### src/rtl/sm_pkg.sv
// Shared types and op-codes for the serial sign-magnitude add/sub unit.
package sm_pkg;

    typedef enum logic [2:0] {IDLE, CONV, ADD, NORM, DONE} sm_state_e;

    localparam logic [1:0] OP_ADD     = 2'b00;
    localparam logic [1:0] OP_SUB     = 2'b01;
    localparam logic [1:0] OP_ACC_ADD = 2'b10;
    localparam logic [1:0] OP_ACC_SUB = 2'b11;

endpackage

### src/rtl/sm_tc_conv.sv
// Combinational sign-magnitude <-> two's-complement converter.
// TO_TC=1: SM (IN_W) -> sign-extended TC (OUT_W); TO_TC=0: TC (IN_W) -> SM (OUT_W).
module sm_tc_conv #(
    parameter int IN_W  = 4,
    parameter int OUT_W = 5,
    parameter bit TO_TC = 1'b1
) (
    input  logic [IN_W-1:0]  d,
    output logic [OUT_W-1:0] q
);

    generate
        if (TO_TC) begin : g_to_tc
            logic [OUT_W-1:0] mag;
            assign mag = OUT_W'(d[IN_W-2:0]);
            // Negating a zero magnitude yields zero, so negative zero folds to +0.
            assign q   = d[IN_W-1] ? -mag : mag;
        end else begin : g_to_sm
            logic            neg;
            logic [IN_W-1:0] mag;
            assign neg = d[IN_W-1];
            assign mag = neg ? -d : d;
            assign q   = {neg, (OUT_W-1)'(mag)};
        end
    endgenerate

endmodule

### src/rtl/sm_addsub_serial.sv
// Bit-serial sign-magnitude adder/subtractor with a saturating accumulator.
// One request at a time: IDLE -> CONV -> ADD (WIDTH+2 bits) -> NORM -> DONE.
module sm_addsub_serial
    import sm_pkg::*;
#(
    parameter int WIDTH = 3
) (
    input  logic             i_clk,
    input  logic             i_rst,
    input  logic             i_valid,
    output logic             o_ready,
    input  logic [WIDTH-1:0] i_A,
    input  logic [WIDTH-1:0] i_B,
    input  logic [1:0]       i_op,
    output logic             o_valid,
    input  logic             i_ready,
    output logic [WIDTH:0]   o_res,
    output logic             o_z,
    output logic             o_ovf
);

    localparam int TW = WIDTH + 2;
    localparam int CW = $clog2(TW);

    sm_state_e state, state_nxt;

    logic [WIDTH-1:0] a_q, b_q;
    logic [1:0]       op_q;
    logic [WIDTH:0]   acc;
    logic [TW-1:0]    sh_a, sh_b, sum;
    logic             carry;
    logic [CW-1:0]    cnt;

    logic             use_acc, is_sub, last_bit;
    logic             sum_bit, carry_nxt;
    logic [WIDTH:0]   sm_a;
    logic [TW-1:0]    tc_a, tc_b, res_sm;
    logic             res_sign;
    logic [WIDTH:0]   res_mag, res_next;

    assign use_acc  = (op_q == OP_ACC_ADD) || (op_q == OP_ACC_SUB);
    assign is_sub   = (op_q == OP_SUB) || (op_q == OP_ACC_SUB);
    // Widen A to the accumulator's SM format so one converter serves both sources.
    assign sm_a     = use_acc ? acc : {a_q[WIDTH-1], 1'b0, a_q[WIDTH-2:0]};
    assign last_bit = (cnt == CW'(TW - 1));

    sm_tc_conv #(.IN_W(WIDTH + 1), .OUT_W(TW), .TO_TC(1'b1)) u_conv_a (
        .d (sm_a),
        .q (tc_a)
    );

    sm_tc_conv #(.IN_W(WIDTH), .OUT_W(TW), .TO_TC(1'b1)) u_conv_b (
        .d (b_q),
        .q (tc_b)
    );

    sm_tc_conv #(.IN_W(TW), .OUT_W(TW), .TO_TC(1'b0)) u_conv_res (
        .d (sum),
        .q (res_sm)
    );

    assign sum_bit   = sh_a[0] ^ sh_b[0] ^ carry;
    assign carry_nxt = (sh_a[0] & sh_b[0]) | (carry & (sh_a[0] ^ sh_b[0]));

    // TC zero converts with a clear sign bit, so a zero sum is already all-zeros.
    assign res_sign  = res_sm[TW-1];
    assign res_mag   = res_sm[TW-2:0];
    assign res_next  = res_mag[WIDTH] ? {res_sign, {WIDTH{1'b1}}}
                                      : {res_sign, res_mag[WIDTH-1:0]};

    assign o_ready = (state == IDLE);
    assign o_valid = (state == DONE);

    always_ff @(posedge i_clk) begin
        if (i_rst) state <= IDLE;
        else       state <= state_nxt;
    end

    always_comb begin
        state_nxt = state;
        case (state)
            IDLE:    if (i_valid) state_nxt = CONV;
            CONV:    state_nxt = ADD;
            ADD:     if (last_bit) state_nxt = NORM;
            NORM:    state_nxt = DONE;
            DONE:    if (i_ready) state_nxt = IDLE;
            default: state_nxt = IDLE;
        endcase
    end

    always_ff @(posedge i_clk) begin
        if (i_rst) begin
            a_q   <= '0;
            b_q   <= '0;
            op_q  <= OP_ADD;
            acc   <= '0;
            sh_a  <= '0;
            sh_b  <= '0;
            sum   <= '0;
            carry <= 1'b0;
            cnt   <= '0;
            o_res <= '0;
            o_z   <= 1'b0;
            o_ovf <= 1'b0;
        end else begin
            case (state)
                IDLE: begin
                    if (i_valid) begin
                        a_q  <= i_A;
                        b_q  <= i_B;
                        op_q <= i_op;
                    end
                end
                CONV: begin
                    sh_a  <= tc_a;
                    sh_b  <= is_sub ? ~tc_b : tc_b;
                    carry <= is_sub;
                    cnt   <= '0;
                end
                ADD: begin
                    sh_a  <= sh_a >> 1;
                    sh_b  <= sh_b >> 1;
                    sum   <= {sum_bit, sum[TW-1:1]};
                    carry <= carry_nxt;
                    cnt   <= last_bit ? '0 : cnt + CW'(1);
                end
                NORM: begin
                    o_res <= res_next;
                    o_z   <= (res_mag == '0);
                    o_ovf <= res_mag[WIDTH];
                    acc   <= res_next;
                end
                default: ;
            endcase
        end
    end

endmodule
### config.mk
export PLATFORM = sky130hd
export DESIGN_NAME = sm_addsub_serial
export DESIGN_NICKNAME = d
export VERILOG_FILES = /design/src/rtl/sm_pkg.sv /design/src/rtl/sm_tc_conv.sv /design/src/rtl/sm_addsub_serial.sv
export SDC_FILE = /design/constraint.sdc
export NUM_CORES = 1
export LEC_CHECK = 0
export ABC_AREA = 1
export CORE_MARGIN = 8
export CORE_UTILIZATION = 44
export CTS_CLUSTER_DIAMETER = 150
export DETAILED_ROUTE_END_ITERATION = 8
export PLACE_DENSITY_LB_ADDON = 0.12
export SYNTH_ARGS = -nofsm -noshare
export SYNTH_HDL_FRONTEND = slang
export SYNTH_HIERARCHICAL = 1
export SYNTH_SLANG_ARGS = --single-unit
### constraint.sdc
create_clock -name i_clk -period 3 [get_ports i_clk]
set_input_delay 0.75 -clock i_clk [delete_from_list [all_inputs] [get_ports i_clk]]
set_output_delay 0.75 -clock i_clk [all_outputs]
set_load 0.02 [all_outputs]
==> results.toml, run 1 <==
[clock_network]
ctsHoldBuffers = 0
clockBufferDepth = 2
insertion_delay_ns = 0.28
cts_resized = 0
cts_tree = "built"
ctsHtreeMaxLevel = 2
cts_setup_buffers = 0
numCtsBuffers = 5
path_clk_slew_ns = 0.07
clock_sinks = 36
root_buffer = "clkbuf_8"

[route]
first_iter_violations = 65
ant_nets = 0
viasPerCell = 4.65
wl_per_cell_um = 10.8
wl_mm = 3.78
vias = 1629
dr.pass1.iters = 4
drc = 0

[sta]
post-route-period-util = 0.821
worst_pin_slew_ns = 0.536
slew_viol_final = 0
finalHoldViolCount = 0
fmax_mhz = 406
min_period_ns = 2.46
finalClockSkew_ns = 0.00182
rsz0062_at_grt = "no"
slew_headroom = 0.639
fin_tns_setup_ns = 0
finalSetupViolations = 0
worst_slack_ns = 0.537

[synth]
async_reset_ff_frac = 0
yosysTopAreaCell = "dfxtp_1"
syn_nets = 303
yosys-top-cells-count = "nand2_1, inv_1, nor2_1"
syn_inst = 284
synthFlopType = "dfxtp_1"
ys_types = 23
syn_area_mm2 = 0.00190
yosysMostFrequentCell = "nand2_1"
yosysSeqAreaShare = 0.379
synth_edf_count = 0
synth_area_leaders = "dfxtp_1, nand2_1, inv_1, nor2_1, nand3_1"
avgSynthCellArea_um2 = 6.69
ys_ff_latch = 36
ys_warn_count = 6
synth_top_area_share = 0.379

[power_and_ir_drop]
p_sw_frac = 0.345
powerDensity_mw_per_mm2 = 612
p_switching_mw = 0.453
p_leak_nw = 0.935
seqPwrFrac = 0.448
p_clk_frac = 0.270
p_int_mw = 0.862
pwr-share-comb = 0.282
max-vdd-ir-drop_mv = 0.302

[placement]
place_ws_ns = 0.817
portBuffers = 19
hpwl_mm = 2.82
place_area_mm2 = 0.00206
place_congestion = 0.757

[floorplan]
initial_core_util = 0.446
chipHeight_um = 81.7
die_area_mm2 = 0.00668
rows = 24
core_mm2 = 0.00426
io_pins = 20
die_x_um = 81.7

[cells_and_area]
syn2layout_area_growth_pct = 13.0
ff_latch_area_um2 = 721
diodes = 0
final_area_mm2 = 0.00215
layout-drive-gt1-share = 0.0503
multiInputGateArea_um2 = 898
fin_nets = 316
fin_util = 0.504
n_fill_cell = 466

[grt]
grt_max_degree = 22
antenna_found_initial = 0
grt_pass1_vias = 1517
grt_pass1_wl_mm = 6.64
grt_usage = 0.125
overflow = 0

[worst_setup_path]
crit_fanout = 5
cp-end-kind = "output pin"
required_ns = 2.25
cp.arrival_ns = 1.71
startpoint = "state[2]$_SDFFE_PP0P_"
crit_type = "reg2out"
r2r-start = "op_q[1]$_SDFFE_PP0P_"
worstSetupStartpointType = "register"

[status]
outcome = "finished clean"

[min_path]
hold_class = "reg2reg"
min_from = "a_q[0]$_SDFFE_PP0P_"

[job]
maxCapViolations = 0
## cell type report
cell class,instances,area share
Inverter,47,0.0821
Tap cell,52,0.0303
Multi-Input combinational cell,187,0.418
Sequential cell,36,0.335
Timing Repair Buffer,20,0.0920
Clock buffer,8,0.0419
## power groups by stage
stage	clock network, mW	logic [mW]	registers (mW)
after floorplan	0	0.315	0.590
after global placement	0	0.374	0.599
after detailed placement	0	0.375	0.601
after CTS	0.369	0.377	0.590
after global routing	0.387	0.433	0.599
final	0.355	0.371	0.589
## cell families after synthesis
logic type / count (synthesis) / synth area share
adders and majority gates: 7 / 0.0500
and+or+nand+nor: 136 / 0.299
AOI/OAI and AO/OA: 41 / 0.110
xor gates and xnor gates: 3 / 0.0138
DFF: 36 / 0.379
buffers and inverters: 61 / 0.148
## final timing paths
check                         end  slack, ns  cells past startpoint
min           a_q[0]$_SDFFE_PP0P_       0.45                      2
max                       o_ready       0.54                      4
min reg2reg   a_q[0]$_SDFFE_PP0P_       0.45                      2
max reg2reg  sh_a[2]$_SDFFE_PP0P_       1.24                     11
## per-layer routing
metal / track usage / share of wire / vias to the layer above
met2: 0.225 / 0.48 / 15
met3: 0.0361 / 0.035 / 5
met1: 0.140 / 0.47 / 716
met4: 0.0368 / 0.0095 / 0
li1: - / - / 893
met5: 0 / 0 / -
## worst max-delay path, stage by stage, from the launching register on
cell and delay, ns:
dfxtp_1 0.33, inv_1 0.13, nand2_1 0.07, nor2_1 0.24
clkdlybuf4s50_1 0.67
## flip-flops by register name (all words and copies together), names as in the netlist
| name | flops |
|---|---|
| a_q | 3 |
| o_ovf | 1 |
| op_q | 2 |
| sh_b | 5 |
| o_z | 1 |
| acc | 4 |
| carry | 1 |
| sh_a | 5 |
| cnt | 3 |
| sum | 5 |
| b_q | 3 |
| state | 3 |
## placed cells by master, fill, tap and decap left out
master           count
fa_1                 1
or2_2                1
nor2_1              43
nand2_2              1
clkbuf_8             6
xor2_1               3
buf_4                1
nand2_1             63
nor3_1               1
inv_1               45
clkbuf_1             2
a21oi_2              1
nor2_4               1
nand3_2              1
a21oi_1             19
clkdlybuf4s50_1     19
ha_1                 6
o21ai_0             21
nand2_4              1
inv_2                2
nand3_1             24
dfxtp_1             36
## through the flow
| step | power, mW | cells | hold slack, ns |
|---|---|---|---|
| CTS | 1.34 | 350 | 0.454 |
| detailed placement | 0.976 | 342 | 0.442 |
| global route | 1.42 | 350 | 0.478 |
| floorplan | 0.905 | 284 | 0.424 |
| finish | 1.32 | 350 | 0.452 |
| global placement | 0.973 | 342 | 0.438 |
No activity file was read; power rests on OpenSTA's default activity.
==> run 2: changes to the inputs <==
==> constraint.sdc (replaced) <==
create_clock -name i_clk -period 2.49 [get_ports i_clk]
set_input_delay 0.6225 -clock i_clk [delete_from_list [all_inputs] [get_ports i_clk]]
set_output_delay 0.6225 -clock i_clk [all_outputs]
set_load 0.02 [all_outputs]
==> run 2 against run 1 <==
  * Clock power up 21%
  * Register-to-register slack worse by 0.48 ns
  * Routed wire length up 1.1%
  * Clock skew up 0.0027 ns
  * Final area unchanged
  * Via count up 0.25%
  * Non-clock buffer count unchanged
  * Setup slack worse by 0.38 ns
  * Clock-buffer cell count unchanged
  * Final cell count unchanged
  * Critical path type unchanged
  * Largest cell class unchanged
==> results.toml, run 2 (synthesized netlist as in run 1, its figures left out) <==
[clock_network]
numCtsBuffers = 5
cts_setup_buffers = 0
path_clk_slew_ns = 0.07
root_buffer = "clkbuf_8"
ctsHoldBuffers = 0
insertion_delay_ns = 0.29
ctsHtreeMaxLevel = 2
cts_tree = "built"
clockBufferDepth = 2
cts_resized = 0
clock_sinks = 36

[status]
outcome = "finished clean"

[sta]
fmax_mhz = 429
finalSetupViolations = 0
worst_slack_ns = 0.158
rsz0062_at_grt = "no"
post-route-period-util = 0.937
finalClockSkew_ns = 0.00451
worst_pin_slew_ns = 0.536
finalHoldViolCount = 0
fin_tns_setup_ns = 0
slew_viol_final = 0
min_period_ns = 2.33
slew_headroom = 0.639

[grt]
grt_max_degree = 22
grt_pass1_wl_mm = 6.87
grt_usage = 0.131
antenna_found_initial = 0
grt_pass1_vias = 1525
overflow = 0

[placement]
place_ws_ns = 0.451
place_congestion = 0.757
portBuffers = 19
place_area_mm2 = 0.00206
hpwl_mm = 2.82

[worst_setup_path]
cp-end-kind = "output pin"
cpMaxStageDelayCell = "clkdlybuf4s50_1"
cp.arrival_ns = 1.71
max_stage_delay_ns = 0.67
crit_type = "reg2out"
cp_cell_sequence = "inv_1 -> nand2_1 -> nor2_1 -> clkdlybuf4s50_1"
crit_fanout = 5
required_ns = 1.87
worstSetupStartpointType = "register"

[floorplan]
core_mm2 = 0.00426
initial_core_util = 0.446
die_x_um = 81.7
die_area_mm2 = 0.00668
rows = 24
chipHeight_um = 81.7
io_pins = 20

[cells_and_area]
final_common_cell = "nand2_1"
fin_nets = 316
final_area_mm2 = 0.00215
top_regs = "sh_a (5), sh_b (5), sum (5)"
layout-drive-gt1-share = 0.0503
syn2layout_area_growth_pct = 13.0
fin_util = 0.504
diodes = 0
final_cell_mix = "nand2_1, inv_1, nor2_1"

[power_and_ir_drop]
max-vdd-ir-drop_mv = 0.329
p_leak_nw = 0.935
p_sw_frac = 0.346
powerDensity_mw_per_mm2 = 739
p_clk_frac = 0.270
pwr-share-comb = 0.283
p_int_mw = 1.04
p_switching_mw = 0.550
seqPwrFrac = 0.447

[route]
wl_per_cell_um = 10.9
wl_mm = 3.82
ant_nets = 0
viasPerCell = 4.67
drc = 0
first_iter_violations = 47
dr.pass1.iters = 4
vias = 1633

[min_path]
hold_class = "reg2reg"

[job]
maxCapViolations = 0
[run 2: worst paths after layout]
kind | from | to | slack (ns) | cells after the start
worst max-delay path | state[2]$_SDFFE_PP0P_ | o_ready | 0.16 | 4
worst min-delay path | a_q[1]$_SDFFE_PP0P_ | a_q[1]$_SDFFE_PP0P_ | 0.45 | 2
worst max register to register | op_q[1]$_SDFFE_PP0P_ | sh_a[2]$_SDFFE_PP0P_ | 0.76 | 11
worst min register to register | a_q[1]$_SDFFE_PP0P_ | a_q[1]$_SDFFE_PP0P_ | 0.45 | 2
[run 2: metrics by stage]
stage	std cells	total power [mW]	hold WS (ns)
final	350	1.59	0.449
after global routing	350	1.72	0.470
after CTS	350	1.62	0.452
after detailed placement	342	1.18	0.441
after global placement	342	1.17	0.439
after floorplan	284	1.09	0.424
[run 2: layout make-up]
| class | instances | area, µm² |
|---|---|---|
| clock buffers | 8 | 90.1 |
| fillers | 457 | 2120 |
| well taps | 52 | 65.1 |
| multi-input cells | 187 | 898 |
| inverters | 47 | 176 |
| flip-flops and latches | 36 | 721 |
| repair buffers | 20 | 198 |
[run 2: worst max-delay path: cells and delay by family (launching register included)]
| kind | cells | cell delay (ns) |
|---|---|---|
| simple gates | 2 | 0.30 |
| buf+inv | 2 | 0.80 |
| flops | 1 | 0.33 |
[run 2: power by group through the flow]
stage / registers (mW) / logic (mW) / clock network, mW
finish: 0.711 / 0.449 / 0.429
global route: 0.723 / 0.531 / 0.469
CTS: 0.712 / 0.456 / 0.450
detailed placement: 0.725 / 0.454 / 0
global placement: 0.722 / 0.450 / 0
floorplan: 0.711 / 0.379 / 0
[run 2: metal layers]
metal	routed length, µm	track usage	part of all wire	vias up
met5	0	0	0	-
met4	63	0.0526	0.016	0
met3	149	0.0394	0.039	6
met2	1770	0.222	0.46	15
met1	1840	0.152	0.48	721
li1	-	-	-	891
==> run 3: changes to the inputs <==
--- a/config.mk
+++ b/config.mk
@@ -6,6 +6,8 @@
 export NUM_CORES = 1
 export LEC_CHECK = 0
 export ABC_AREA = 1
+export ABC_CLOCK_PERIOD_IN_PS = 2490
+export CORE_ASPECT_RATIO = 0.5
 export CORE_MARGIN = 8
 export CORE_UTILIZATION = 44
 export CTS_CLUSTER_DIAMETER = 150
==> run 3 against run 2 <==
  * Sequential share of layout area about the same
  * Clock skew increased by 0.0013 ns
  * Setup slack got worse by 0.039 ns
  * Die area increased by 1.9%
  * Largest cell class unchanged
==> results.toml, run 3 (synthesized netlist as in run 1, its figures left out) <==
[cells_and_area]
top_regs = "sh_a (5), sh_b (5), sum (5)"
fin_util = 0.503
fin_nets = 317
diodes = 0
layout-drive-gt1-share = 0.0537
syn2layout_area_growth_pct = 13.1
final_cell_mix = "nand2_1, inv_1, nor2_1"
final_area_mm2 = 0.00215
final_cell_count_no_fill = 355
final_common_cell = "nand2_1"

[route]
first_iter_violations = 95
dr.pass1.iters = 4
wl_mm = 4.14
vias = 1620
wl_per_cell_um = 11.7
drc = 0
viasPerCell = 4.56
ant_nets = 0

[worst_setup_path]
cp-end-kind = "output pin"
path_buf_inv = 2
cp_cell_sequence = "inv_1 -> nor3_1 -> clkdlybuf4s50_1"
crit_family = "buffers and inverters"
required_ns = 1.87
worstSetupStartpointType = "register"
crit_type = "reg2out"
cp.arrival_ns = 1.75
crit_fanout = 4
cpMaxStageDelayCell = "clkdlybuf4s50_1"
max_stage_delay_ns = 0.67

[sta]
fin_tns_setup_ns = 0
min_period_ns = 2.37
slew_viol_final = 0
fmax_mhz = 422
finalSetupViolations = 0
finalClockSkew_ns = 0.00583
post-route-period-util = 0.952
finalHoldViolCount = 0
slew_headroom = 0.631
hold_ws_ns = 0.451
rsz0062_at_grt = "no"
worst_pin_slew_ns = 0.548

[status]
outcome = "finished clean"

[clock_network]
root_buffer = "clkbuf_8"
path_clk_slew_ns = 0.07
clockBufferDepth = 2
ctsHtreeMaxLevel = 2
numCtsBuffers = 5
cts_resized = 0
clock_sinks = 36
insertion_delay_ns = 0.29
ctsHoldBuffers = 0
cts_tree = "built"
cts_setup_buffers = 0

[floorplan]
io_pins = 20
chipHeight_um = 62.5
die_area_mm2 = 0.00681
initial_core_util = 0.445
rows = 17
core_mm2 = 0.00428
die_x_um = 109

[grt]
grt_max_degree = 22
antenna_found_initial = 0
grt_usage = 0.129
grt_pass1_vias = 1394
grt_pass1_wl_mm = 6.92
overflow = 0

[min_path]
hold_class = "reg2reg"

[power_and_ir_drop]
p_leak_nw = 0.936
powerDensity_mw_per_mm2 = 732
max-vdd-ir-drop_mv = 0.312

[job]
maxCapViolations = 0

[placement]
place_area_mm2 = 0.00207
place_congestion = 0.752
portBuffers = 19
placed_cells = 348
hpwl_mm = 3.08
## run 3: cell types whose count changed in the layout (fill, tap and decap cells not counted), sizes merged
cell | previous run | this run
clkinv | 0 | 1
buf | 1 | 2
clkbuf | 8 | 6
## run 3: cell type report
cell class / instances / area, µm²
Timing Repair Buffer: 21 / 205
Clock inverter: 1 / 5.00
Clock buffer: 6 / 72.6
Sequential cell: 36 / 721
Fill cell: 441 / 2130
Inverter: 47 / 176
Multi-Input combinational cell: 187 / 898
Tap cell: 57 / 71.3
## run 3: power by group
part	internal, mW	leakage [nW]	switching [mW]
combinational	0.172	0.602	0.305
clock	0.190	0.0410	0.200
sequential	0.645	0.293	0.0610
total	1.01	0.936	0.566
## run 3: stage by stage
stage / worst slack [ns] / total power [mW]
floorplan: 0.859 / 1.09
global route: 0.00671 / 1.69
CTS: 0.103 / 1.59
global placement: 0.470 / 1.19
finish: 0.119 / 1.57
detailed placement: 0.420 / 1.19
## run 3: worst register-to-register path, delay by kind of cell, from the launching register on
kind / cells / cell delay [ns]
adder cells (fa/ha/maj): 2 / 0.49
AO/OA/AOI/OAI: 3 / 0.45
flip-flops: 1 / 0.37
buffers and inverters: 2 / 0.20
AND/OR/NAND/NOR: 3 / 0.18
## run 3: final timing paths
path	startpoint	depth (start not counted)	endpoint	slack [ns]
setup / recovery	state[2]$_SDFFE_PP0P_	3	o_valid	0.12
hold / removal	a_q[2]$_SDFFE_PP0P_	2	a_q[2]$_SDFFE_PP0P_	0.45
setup reg to reg	op_q[1]$_SDFFE_PP0P_	10	sh_a[2]$_SDFFE_PP0P_	0.70
hold reg to reg	a_q[2]$_SDFFE_PP0P_	2	a_q[2]$_SDFFE_PP0P_	0.45
## run 3: layer usage
| metal | share of wire | wire length [µm] | GRT usage | vias to the layer above |
|---|---|---|---|---|
| met2 | 0.30 | 1240 | 0.129 | 35 |
| met5 | 0 | 0 | 0 | - |
| li1 | - | - | - | 895 |
| met3 | 0.076 | 315 | 0.0576 | 7 |
| met4 | 0.011 | 47 | 0.0457 | 0 |
| met1 | 0.61 | 2540 | 0.209 | 683 |
